**config.mk**
```make
export PLATFORM = sky130hd
export DESIGN_NAME = mem_arbiter
export DESIGN_NICKNAME = d
export VERILOG_FILES = /design/src/rtl/mem_arb_pkg.sv /design/src/rtl/mem_arb_rr.sv /design/src/rtl/mem_arbiter.sv
export SDC_FILE = /design/constraint.sdc
export NUM_CORES = 1
export LEC_CHECK = 0
export CAP_MARGIN = 20
export CELL_PAD_IN_SITES_DETAIL_PLACEMENT = 0
export CELL_PAD_IN_SITES_GLOBAL_PLACEMENT = 2
export CORE_MARGIN = 2
export CORE_UTILIZATION = 25
export DETAILED_ROUTE_END_ITERATION = 8
export GPL_ROUTABILITY_DRIVEN = 0
export PLACE_DENSITY_LB_ADDON = 0.1
export SLEW_MARGIN = 20
export SYNTH_ARGS = -nofsm -noshare
export SYNTH_HDL_FRONTEND = slang
export SYNTH_HIERARCHICAL = 1
export SYNTH_SLANG_ARGS = --single-unit
```
**constraint.sdc**
```tcl
create_clock -name i_clk -period 9.1 [get_ports i_clk]
set_input_delay 0.91 -clock i_clk [delete_from_list [all_inputs] [get_ports i_clk]]
set_output_delay 0.91 -clock i_clk [all_outputs]
set_load 0.03 [all_outputs]
```
**src/rtl/mem_arb_pkg.sv**
```systemverilog
// Shared types for the data-memory port arbiter: FSM states, owner tags
// and the latched request bundle presented on the memory side.
package mem_arb_pkg;

    localparam int CNT_W = 8;

    typedef enum logic [1:0] {
        ST_IDLE = 2'd0,
        ST_BUSY = 2'd1,
        ST_DONE = 2'd2
    } arb_state_e;

    typedef enum logic {
        OWN_CORE = 1'b0,
        OWN_DBG  = 1'b1
    } owner_e;

    typedef struct packed {
        logic        wren;
        logic [31:0] addr;
        logic [31:0] wdata;
        logic [3:0]  mask;
    } mem_req_t;

endpackage

```
**src/rtl/mem_arb_rr.sv**
```systemverilog
// Two-way round-robin pick between core and debug requests.
// Latency: combinational. Backpressure: none, the caller decides when to use the grant.
module mem_arb_rr
    import mem_arb_pkg::*;
(
    input  logic   core_req,
    input  logic   dbg_req,
    input  owner_e last_grant,
    output logic   grant,
    output owner_e owner
);

    // On a tie the master that was not served last wins.
    always_comb begin
        grant = core_req | dbg_req;
        owner = OWN_CORE;
        if (dbg_req && (!core_req || last_grant == OWN_CORE)) begin
            owner = OWN_DBG;
        end
    end

endmodule

```
**src/rtl/mem_arbiter.sv**
```systemverilog
// Core/debug arbiter and sequencer for the shared data-memory port, with access timeout.
// Latency: grant in IDLE, o_mem_req next cycle, ack two cycles after grant plus memory wait states.
// Backpressure: requesters hold req until their ack; requests seen in BUSY/DONE simply wait.
module mem_arbiter
    import mem_arb_pkg::*;
#(
    parameter int TIMEOUT_CYCLES = 15
) (
    input  logic        i_clk,
    input  logic        i_reset,
    input  logic        i_core_req,
    input  logic        i_core_wren,
    input  logic [31:0] i_core_addr,
    input  logic [31:0] i_core_wdata,
    input  logic [3:0]  i_core_mask,
    output logic [31:0] o_core_rdata,
    output logic        o_core_ack,
    output logic        o_core_stall,
    input  logic        i_dbg_req,
    input  logic        i_dbg_wren,
    input  logic [31:0] i_dbg_addr,
    input  logic [31:0] i_dbg_wdata,
    input  logic [3:0]  i_dbg_mask,
    output logic [31:0] o_dbg_rdata,
    output logic        o_dbg_ack,
    output logic        o_mem_req,
    output logic        o_mem_wren,
    output logic [31:0] o_mem_addr,
    output logic [31:0] o_mem_wdata,
    output logic [3:0]  o_mem_mask,
    input  logic [31:0] i_mem_rdata,
    input  logic        i_mem_ack,
    output logic        o_err
);

    localparam logic [CNT_W-1:0] TO_LIM = CNT_W'(TIMEOUT_CYCLES);

    arb_state_e        state_q, state_d;
    mem_req_t          req_q, req_d;
    owner_e            owner_q, owner_d;
    owner_e            last_grant_q, last_grant_d;
    logic [CNT_W-1:0]  cnt_q, cnt_d;
    logic              mem_req_q, mem_req_d;
    logic              core_ack_q, core_ack_d;
    logic              dbg_ack_q, dbg_ack_d;
    logic [31:0]       core_rdata_q, core_rdata_d;
    logic [31:0]       dbg_rdata_q, dbg_rdata_d;
    logic              err_q, err_d;

    logic              grant;
    owner_e            rr_owner;
    mem_req_t          core_fields, dbg_fields;
    logic              fin;
    logic              fin_err;
    logic [31:0]       fin_rdata;

    assign core_fields = '{wren: i_core_wren, addr: i_core_addr, wdata: i_core_wdata, mask: i_core_mask};
    assign dbg_fields  = '{wren: i_dbg_wren, addr: i_dbg_addr, wdata: i_dbg_wdata, mask: i_dbg_mask};

    mem_arb_rr u_rr (
        .core_req   (i_core_req),
        .dbg_req    (i_dbg_req),
        .last_grant (last_grant_q),
        .grant      (grant),
        .owner      (rr_owner)
    );

    always_comb begin
        state_d      = state_q;
        req_d        = req_q;
        owner_d      = owner_q;
        last_grant_d = last_grant_q;
        cnt_d        = cnt_q;
        mem_req_d    = mem_req_q;
        core_ack_d   = 1'b0;
        dbg_ack_d    = 1'b0;
        core_rdata_d = '0;
        dbg_rdata_d  = '0;
        err_d        = 1'b0;
        fin          = 1'b0;
        fin_err      = 1'b0;
        fin_rdata    = '0;

        case (state_q)
            ST_IDLE: begin
                if (grant) begin
                    req_d        = (rr_owner == OWN_DBG) ? dbg_fields : core_fields;
                    owner_d      = rr_owner;
                    last_grant_d = rr_owner;
                    cnt_d        = '0;
                    mem_req_d    = 1'b1;
                    state_d      = ST_BUSY;
                end
            end
            ST_BUSY: begin
                // A memory ack in the final counted cycle still wins over the timeout.
                if (i_mem_ack) begin
                    fin       = 1'b1;
                    fin_rdata = req_q.wren ? 32'd0 : i_mem_rdata;
                end else if (cnt_q == TO_LIM) begin
                    fin     = 1'b1;
                    fin_err = 1'b1;
                end else begin
                    cnt_d = cnt_q + CNT_W'(1);
                end
            end
            ST_DONE: state_d = ST_IDLE;
            default: state_d = ST_IDLE;
        endcase

        if (fin) begin
            mem_req_d = 1'b0;
            state_d   = ST_DONE;
            err_d     = fin_err;
            if (owner_q == OWN_DBG) begin
                dbg_ack_d   = 1'b1;
                dbg_rdata_d = fin_rdata;
            end else begin
                core_ack_d   = 1'b1;
                core_rdata_d = fin_rdata;
            end
        end
    end

    always_ff @(posedge i_clk or posedge i_reset) begin
        if (i_reset) begin
            state_q      <= ST_IDLE;
            req_q        <= '0;
            owner_q      <= OWN_CORE;
            last_grant_q <= OWN_DBG;
            cnt_q        <= '0;
            mem_req_q    <= 1'b0;
            core_ack_q   <= 1'b0;
            dbg_ack_q    <= 1'b0;
            core_rdata_q <= '0;
            dbg_rdata_q  <= '0;
            err_q        <= 1'b0;
        end else begin
            state_q      <= state_d;
            req_q        <= req_d;
            owner_q      <= owner_d;
            last_grant_q <= last_grant_d;
            cnt_q        <= cnt_d;
            mem_req_q    <= mem_req_d;
            core_ack_q   <= core_ack_d;
            dbg_ack_q    <= dbg_ack_d;
            core_rdata_q <= core_rdata_d;
            dbg_rdata_q  <= dbg_rdata_d;
            err_q        <= err_d;
        end
    end

    assign o_mem_req    = mem_req_q;
    assign o_mem_wren   = req_q.wren;
    assign o_mem_addr   = req_q.addr;
    assign o_mem_wdata  = req_q.wdata;
    assign o_mem_mask   = req_q.mask;
    assign o_core_ack   = core_ack_q;
    assign o_core_rdata = core_rdata_q;
    assign o_dbg_ack    = dbg_ack_q;
    assign o_dbg_rdata  = dbg_rdata_q;
    assign o_err        = err_q;
    assign o_core_stall = i_core_req & ~core_ack_q;

endmodule

```
==> out/summary.txt, run 1 <==
Post-CTS Resized = 0
Nets = 990
Register area share after synthesis = 63.0%
Crit-path cells = clkdlybuf4s50_1 -> nor2b_1 -> clkdlybuf4s50_1
Initial antenna violation count = 0
Share of cells above drive strength 1 = 5.20%
WL final = 17.9 mm
Area contributors post-synth = dfrtp_1 63%, mux2i_1 12%, and2_1 6.8%
Async S/R FF share, synth = 100%
CTS tree = done
Sequential Power Share = 33.3%
Worst rel slew slack = 46.9%
Final Power = 2.88 mW
Worst-case clock buffer depth = 2
Slew Viols, Final = 0
Most frequent cells in the layout = 312 x clkdlybuf4s50_1, 148 x dfrtp_1, 83 x nand2_1
Setup CP Type = primary input to primary output
Worst path max stage delay = 0.68 ns
Ant diodes = 0
Clk_lat worst skew = 0.42 ns
Count of final hold-check violations = 0
Family with the most delay on the worst path = buffers and inverters
Leakage = 4.38 nW
# hold bufs at CTS = 0
Combinational share of power = 42.3%
Std-Cell Rows = 56
Vias in the first global route = 5077
EDFF count, synth = 0
Syn_area_per_cell = 11.6 um^2
Clk root buf = clkbuf_16
I/O pins = 313
Clk pwr share = 24.4%
Unrepaired setup endpoints after global routing = false
Vias per inst = 4.18
Mapped Cells = 509
Psw = 1.13 mW
Post-route clock skew = 0.0154 ns
Critical Path RT = 8.19 ns
Initial Util = 25.4%
DIE WIDTH = 158 um
Overall Global Routing Usage = 14.5%
Vias = 4789
Starting DRT DRC Count = 167
Die area = 0.0249 mm^2
P&R area growth vs syn = 68.5%
Internal power = 1.76 mW
Placed Area = 0.00939 mm^2
Outcome = complete, no violations
Placed Cells = 1114
Avg WL per Cell = 15.7 um
Crit path time final = 3.23 ns
Tightest Pin Transition = 0.794 ns
Sw Share = 39.1%
PwrDens = 289 mW/mm^2
Sinks on Clock Net = 149
GR Overflow Total = 0
Cell repeated most along the worst path = clkdlybuf4s50_1
Netlist Area Pre-Place = 0.00592 mm^2
DRC violations left = 0
Max Cap Violations = 0
Post-synth top flop = dfrtp_1
Synth unique cells = 33
# fillers = 2241
IO Port Bufs = 312
Final-report setup violation count = 0
Commonest non-fill, non-tap cell in the layout = clkdlybuf4s50_1
Fin Hold WS = 0.477 ns
Largest net degree at the start of global routing = 92
Pre-antenna DRT Iters = 5
Top cell type's share of synthesized area = 62.5%
Detail Placement HPWL = 13.5 mm
Routed Antenna Nets = 0
Fin crit share = 35.5%
Worst Setup End Kind = primary output
Final core occ = 42.8%
First-pass GRT wire length = 27.3 mm
Pre-CTS setup slack = 5.61 ns
Number of CTS-inserted buffers = 17
Setup Total Neg Slack = 0 ns
Post-Syn Nets = 685
Data arrival time of the critical path = 2.32 ns
H-tree depth reported by CTS = 4
Post-route cell area = 0.00998 mm^2
Area leader, netlist = dfrtp_1
Worst Path Buf+Inv = 2
CORE AREA = 0.0233 mm^2
Finished Layout Cells = 1146
Setup WS post-layout = 5.87 ns
Setup bufs post-CTS = 0
Worst hold path type = flip-flop to flip-flop
Max FO, Critical Path = 3
Clk slew on worst S/H paths = 0.06 ns
Peak supply drop = 152 uV
Worst path slowest cell = clkdlybuf4s50_1
Fmax = 0.309 GHz
Yosys warns = 6
Crit start category = primary input
Yosys reg bits = 149
Die H = 158 um
==> cell type report <==
type                    instances  area, um^2  share of cell area, %
flip-flops and latches        149        3730                   37.4
repair buffers                317        3160                   31.7
clock inverters                14         151                   1.52
multi-input cells             327        2080                   20.9
inverters                       2        12.5                  0.125
well taps                     319         399                   4.00
clock buffers                  18         439                   4.40
==> synth_stat cells, types with 3 or more instances <==
cell type	instances
nand2_1	83
and2_1	64
buf_2	7
dfrtp_1	148
nor3b_1	3
or4_1	3
clkbuf_1	23
nor3_1	3
o21ai_0	70
a21oi_1	3
a211oi_1	3
mux2i_1	73
==> cell families (layout without fill, tap and decap cells) <==
group,Yosys count,after routing,synth area share [%]
adders and majority gates,1,1,0.211
muxes,73,73,12.3
AOI/OAI and AO/OA,83,83,7.48
buffers and inverters,33,351,2.24
DFF,149,149,63.0
and+or+nand+nor,170,170,14.7
==> state kept, by name (all words and copies together) (netlist names), 2 cells and up <==
| name | count |
|---|---|
| o_mem_mask | 4 |
| cnt_q | 8 |
| state_q | 2 |
| o_core_rdata | 32 |
| o_dbg_rdata | 32 |
| o_mem_wdata | 32 |
| o_mem_addr | 32 |
==> power groups by stage <==
stage	Combinational, mW	Clock, mW	Sequential [mW]
2_1_floorplan	0.319	0	1.33
3_3_place_gp	1.23	0	0.969
3_5_place_dp	1.25	0	0.975
4_1_cts	1.25	0.728	0.966
5_1_grt	1.32	0.754	0.993
6_report	1.22	0.703	0.962
==> metal layers <==
| layer | routed length, um | share of wire (%) | GRT usage, % |
|---|---|---|---|
| met1 | 7040 | 39 | 15.9 |
| met2 | 8520 | 47 | 24.2 |
| met3 | 2200 | 12 | 7.50 |
| met4 | 185 | 1.0 | 4.68 |
| met5 | 0 | 0 | 0 |
==> worst min-delay path, stage by stage, from the launching register on <==
cell and delay [ns]:
dfrtp_1 0.34, nand2_1 0.04, o21ai_0 0.06
==> final timing paths <==
| check | start | to | slack [ns] | depth (start not counted) |
|---|---|---|---|---|
| max reg2reg | last_grant_q | o_mem_addr[3] | 7.01 | 4 |
| min | o_mem_addr[27] | o_mem_addr[27] | 0.48 | 2 |
| max | i_core_req | o_core_stall | 5.87 | 3 |
| min in group asynchronous | i_reset | o_mem_wdata[11] | 0.94 | 2 |
| max in group asynchronous | i_reset | o_dbg_rdata[22] | 6.94 | 3 |
| min reg2reg | o_mem_addr[27] | o_mem_addr[27] | 0.48 | 2 |
(Power assumes the default switching activity.)
==> run 2: changes to the inputs <==
--- a/config.mk
+++ b/config.mk
@@ -9,7 +9,7 @@
 export CELL_PAD_IN_SITES_DETAIL_PLACEMENT = 0
 export CELL_PAD_IN_SITES_GLOBAL_PLACEMENT = 2
 export CORE_MARGIN = 2
-export CORE_UTILIZATION = 25
+export CORE_UTILIZATION = 21
 export DETAILED_ROUTE_END_ITERATION = 8
 export GPL_ROUTABILITY_DRIVEN = 0
 export PLACE_DENSITY_LB_ADDON = 0.1
==> constraint.sdc (replaced) <==
create_clock -name i_clk -period 2.9 [get_ports i_clk]
set_input_delay 0.29 -clock i_clk [delete_from_list [all_inputs] [get_ports i_clk]]
set_output_delay 0.29 -clock i_clk [all_outputs]
set_load 0.03 [all_outputs]
==> out/summary.txt, run 2 (same netlist as run 1, synthesis figures left out) <==
Fin crit share = 67.3%
Pre-antenna DRT Iters = 6 (+1)
Share of cells above drive strength 1 = 5.65% (+0.45 points)
PwrDens = 913 mW/mm^2 (+220%)
Clk pwr share = 25.4% (+1.0 points)
Post-route cell area = 0.0102 mm^2 (+2.1%)
Most frequent cells in the layout = 312 x clkdlybuf4s50_1, 148 x dfrtp_1, 83 x nand2_1
Fmax = 0.512 GHz
Tightest Pin Transition = 0.859 ns (+0.0645 ns)
Clk_lat worst skew = 0.43 ns (about the same)
Detail Placement HPWL = 14.0 mm (+4.0%)
# hold bufs at CTS = 0 (unchanged)
Routed Antenna Nets = 0 (unchanged)
Number of CTS-inserted buffers = 17 (unchanged)
GR Overflow Total = 0 (unchanged)
Initial antenna violation count = 0 (unchanged)
WL final = 18.5 mm (+3.4%)
Psw = 3.65 mW (+220%)
Sequential Power Share = 32.5% (-0.8 points)
Peak supply drop = 336 uV (+120%)
Starting DRT DRC Count = 147 (-12%)
Pre-CTS setup slack = 0.675 ns (-4.94 ns)
Outcome = complete, no violations
Vias in the first global route = 5021 (-1.1%)
Worst path slowest cell = clkdlybuf4s50_1
# fillers = 2812 (+25%)
Max FO, Critical Path = 3 (unchanged)
Crit start category = primary input
Placed Area = 0.00956 mm^2 (+1.8%)
Setup bufs post-CTS = 0 (unchanged)
First-pass GRT wire length = 28.1 mm (+2.8%)
Reg2reg path depth = 3 (-1)
Worst hold path type = primary input to asynchronous set/reset pin
Data arrival time of the critical path = 1.66 ns (-0.66 ns)
Setup Total Neg Slack = 0 ns (unchanged)
Vias per inst = 3.96 (-5.2%)
Clk slew on worst S/H paths = 0.07 ns (about the same)
Die H = 172 um (+8.9%)
Post-route clock skew = 0.0158 ns (+0.000403 ns)
Setup WS post-layout = 0.948 ns (-4.92 ns)
Fin Hold WS = 0.191 ns (-0.286 ns)
Register area = 0.00373 mm^2 (unchanged)
Vias = 4793 (+0.084%)
Finished Layout Cells = 1210 (+5.6%)
H-tree depth reported by CTS = 4 (unchanged)
Overall Global Routing Usage = 12.7% (-1.8 points)
Worst Setup End Kind = primary output
DIE WIDTH = 172 um (+8.9%)
Sw Share = 39.2% (+0.087 points)
CTS tree = done
Multi-input gate area = 0.00208 mm^2 (about the same)
Largest net degree at the start of global routing = 62 (-33%)
Critical Path RT = 2.61 ns (-5.58 ns)
Unrepaired setup endpoints after global routing = false
CORE AREA = 0.0278 mm^2 (+19%)
Count of final hold-check violations = 0 (unchanged)
Worst path max stage delay = 0.68 ns (about the same)
Clk root buf = clkbuf_16
Post-CTS Resized = 0 (unchanged)
Nets = 995 (+0.51%)
DRC violations left = 0 (unchanged)
Internal power = 5.65 mW (+220%)
P&R area growth vs syn = 72.0%
Worst-case clock buffer depth = 2 (unchanged)
Crit path time final = 1.95 ns
IO Port Bufs = 312 (unchanged)
Sinks on Clock Net = 149 (unchanged)
Die area = 0.0296 mm^2 (+19%)
Leakage = 4.43 nW (+1.3%)
Avg WL per Cell = 15.3 um (-2.1%)
Crit-path cells = clkdlybuf4s50_1 -> nor2b_1 -> clkdlybuf4s50_1
I/O pins = 313 (unchanged)
Max Cap Violations = 0 (unchanged)
Worst rel slew slack = 42.6% (-4.3 points)
Std-Cell Rows = 61 (+8.9%)
Initial Util = 21.3% (-4.1 points)
Placed Cells = 1178 (+5.7%)
Slew Viols, Final = 0 (unchanged)
Combinational share of power = 42.1% (-0.2 points)
Ant diodes = 0 (unchanged)
Commonest non-fill, non-tap cell in the layout = clkdlybuf4s50_1
Cell repeated most along the worst path = clkdlybuf4s50_1
Setup CP Type = primary input to primary output
Final-report setup violation count = 0 (unchanged)
[run 2: path summary, 6_finish.rpt]
check	to	start	slack, ns
setup / recovery	o_core_stall	i_core_req	0.95
hold / removal	o_dbg_rdata[2]	i_reset	0.19
setup reg to reg	cnt_q[5]	state_q[1]	1.14
hold reg to reg	o_mem_wdata[0]	o_mem_wdata[0]	0.48
max in group asynchronous	last_grant_q	i_reset	1.91
min in group i_clk	o_core_rdata[17]	i_mem_rdata[17]	0.43
[run 2: layer usage]
layer | up-vias | track usage [%] | part of all wire, %
met2 | 206 | 20.2 | 46
met3 | 10 | 8.40 | 15
met5 | - | 0 | 0
met4 | 0 | 2.96 | 0.93
met1 | 2237 | 14.0 | 38
li1 | 2340 | - | -
[run 2: critical path: cells and delay by family]
kind	cells	cell delay (ns)
simple gates	1	0.14
buf+inv	2	1.22
[run 2: layout make-up]
class,count,share of cell area (%)
clock inverter,15,1.99
sequential,149,36.6
multi-input combinational,327,20.4
timing repair buffer,322,32.0
clock buffer,17,4.18
tap,378,4.64
inverter,2,0.111
[run 2: metrics by stage]
stage | power (mW) | utilization (%)
after floorplan | 5.16 | -
after detailed placement | 7.07 | 34.4
after global routing | 9.88 | 36.7
after global placement | 7.02 | 34.4
final | 9.30 | 36.7
after CTS | 9.49 | 36.7
[run 2: power by group through the flow]
stage	sequential (mW)	combinational, mW	clock, mW
floorplan	4.16	1.00	0
global placement	3.05	3.97	0
detailed placement	3.07	4.00	0
CTS	3.03	4.00	2.45
global route	3.11	4.22	2.55
finish	3.02	3.92	2.36
==> run 3: changes to the inputs <==
==> constraint.sdc (replaced) <==
create_clock -name i_clk -period 1.6 [get_ports i_clk]
set_input_delay 0.16 -clock i_clk [delete_from_list [all_inputs] [get_ports i_clk]]
set_output_delay 0.16 -clock i_clk [all_outputs]
set_load 0.03 [all_outputs]
==> out/summary.txt, run 3 (same netlist as run 1, synthesis figures left out) <==
Crit-path cells = or3b_4 -> or4_1 -> a21oi_1
Fmax = 0.633 GHz
I/O pins = 313 (unchanged)
Nets = 1009 (+1.4%)
Commonest non-fill, non-tap cell in the layout = clkdlybuf4s50_1
Count of final hold-check violations = 0 (unchanged)
Final core occ = 36.7% (+0.054 points)
Leakage = 5.02 nW (+13%)
Die H = 172 um (unchanged)
Data arrival time of the critical path = 1.92 ns (+0.26 ns)
Starting DRT DRC Count = 147 (unchanged)
Worst rel slew slack = 50.6% (+8.0 points)
Vias in the first global route = 5219 (+3.9%)
Pre-antenna DRT Iters = 4 (-2)
P&R area growth vs syn = 72.2%
Std-Cell Rows = 61 (unchanged)
PwrDens = 1580 mW/mm^2 (+73%)
Worst Setup End Kind = flip-flop
Largest net degree at the start of global routing = 73 (+18%)
Avg WL per Cell = 15.4 um (+0.49%)
H-tree depth reported by CTS = 4 (unchanged)
Vias = 4866 (+1.5%)
Overall Global Routing Usage = 12.6% (-0.017 points)
Fin Hold WS = 0.180 ns (-0.0116 ns)
Crit start category = flip-flop
DRC violations left = 0 (unchanged)
Clk root buf = clkbuf_16
Most frequent cells in the layout = 174 x clkdlybuf4s50_1, 148 x dfrtp_1, 134 x dlygate4sd2_1
Routed Antenna Nets = 0 (unchanged)
Final Power = 16.1 mW (+74%)
DIE WIDTH = 172 um (unchanged)
Vias per inst = 3.98 (+0.36%)
IO Port Bufs = 312 (unchanged)
Outcome = complete, no violations
CTS tree = done
Fin crit share = 98.8%
Setup CP Type = flip-flop to flip-flop
Ant diodes = 0 (unchanged)
Initial antenna violation count = 0 (unchanged)
WL final = 18.9 mm (+1.7%)
Clk_lat worst skew = 0.43 ns (about the same)
Share of cells above drive strength 1 = 8.27% (+2.6 points)
First-pass GRT wire length = 28.4 mm (+1.2%)
Worst path slowest cell = or4_1
# hold bufs at CTS = 0 (unchanged)
Initial Util = 21.3% (unchanged)
Max FO, Critical Path = 5 (+2)
Placed Cells = 1189 (+0.93%)
Sinks on Clock Net = 149 (unchanged)
Crit path time final = 1.58 ns
Max Cap Violations = 0 (unchanged)
Worst-case clock buffer depth = 2 (unchanged)
Worst path max stage delay = 0.51 ns (-0.17 ns)
Peak supply drop = 575 uV (+71%)
Final-report setup violation count = 0 (unchanged)
Die area = 0.0296 mm^2 (unchanged)
Post-route clock skew = 0.0237 ns (+0.00791 ns)
Detail Placement HPWL = 14.0 mm (about the same)
Tightest Pin Transition = 0.739 ns (-0.120 ns)
Unrepaired setup endpoints after global routing = true
Clk slew on worst S/H paths = 0.07 ns (about the same)
CORE AREA = 0.0278 mm^2 (unchanged)
Worst hold path type = primary input to asynchronous set/reset pin
Critical Path RT = 1.94 ns (-0.67 ns)
Slew Viols, Final = 0 (unchanged)
GR Overflow Total = 0 (unchanged)
Finished Layout Cells = 1224 (+1.2%)
Number of CTS-inserted buffers = 17 (unchanged)
## run 3: area by class of cell
type / instances / area (um^2)
Multi-Input combinational cell: 327 / 2120
Sequential cell: 149 / 3730
Tap cell: 378 / 473
Inverter: 2 / 11.3
Clock buffer: 18 / 439
Fill cell: 2831 / 17600
Clock inverter: 14 / 156
Timing Repair Buffer: 336 / 3270
## run 3: worst max-delay path: cells and delay by family, from the launching register on
| family | cells | cell delay (ns) |
|---|---|---|
| DFF | 1 | 0.42 |
| AOI/OAI and AO/OA | 1 | 0.16 |
| and+or+nand+nor | 2 | 0.93 |
## run 3: timing repair
action | 4_1_cts | 5_1_grt
setup buffers | 0 | 2
gates resized for setup | 136 | 11
setup endpoints to repair | 137 | 26
pin swaps | 0 | 1
cloned | 0 | 1
endpoints found under the hold margin | 0 | 0
## run 3: per-layer routing
layer	up-vias	share of wire [%]	track usage, %
li1	2365	-	-
met1	2279	39	13.8
met2	202	47	21.3
met3	20	12	6.45
met4	0	1.6	4.31
met5	-	0	0
## run 3: report_power, final
part           leakage (nW)  switching [mW]  total, mW  internal [mW]
clock                 0.287            1.81       4.07           2.26
combinational          2.79            4.21       6.65           2.44
sequential             1.95           0.546       5.42           4.88
## run 3: metrics by stage
stage / setup WS (ns) / instance area [um^2] / TNS, ns
finish: 0.0195 / 10200 / 0
global route: -0.0212 / 10200 / -0.0387
CTS: 0.000991 / 10100 / 0
detailed placement: -0.270 / 9690 / -14.73
global placement: -0.268 / 9690 / -11.94
floorplan: -0.434 / 5940 / -64.26
## run 3: worst paths after layout
| path | depth (start not counted) | slack (ns) | start | end |
|---|---|---|---|---|
| max reg2reg | 3 | 0.02 | state_q[1] | cnt_q[5] |
| min | 3 | 0.18 | i_reset | o_mem_wdata[31] |
| max in group asynchronous | 3 | 0.98 | i_reset | o_mem_addr[0] |
| max | 3 | 0.02 | state_q[1] | cnt_q[5] |
| min in group i_clk | 2 | 0.30 | i_mem_rdata[8] | o_dbg_rdata[8] |
| min reg2reg | 2 | 0.47 | o_mem_wdata[6] | o_mem_wdata[6] |
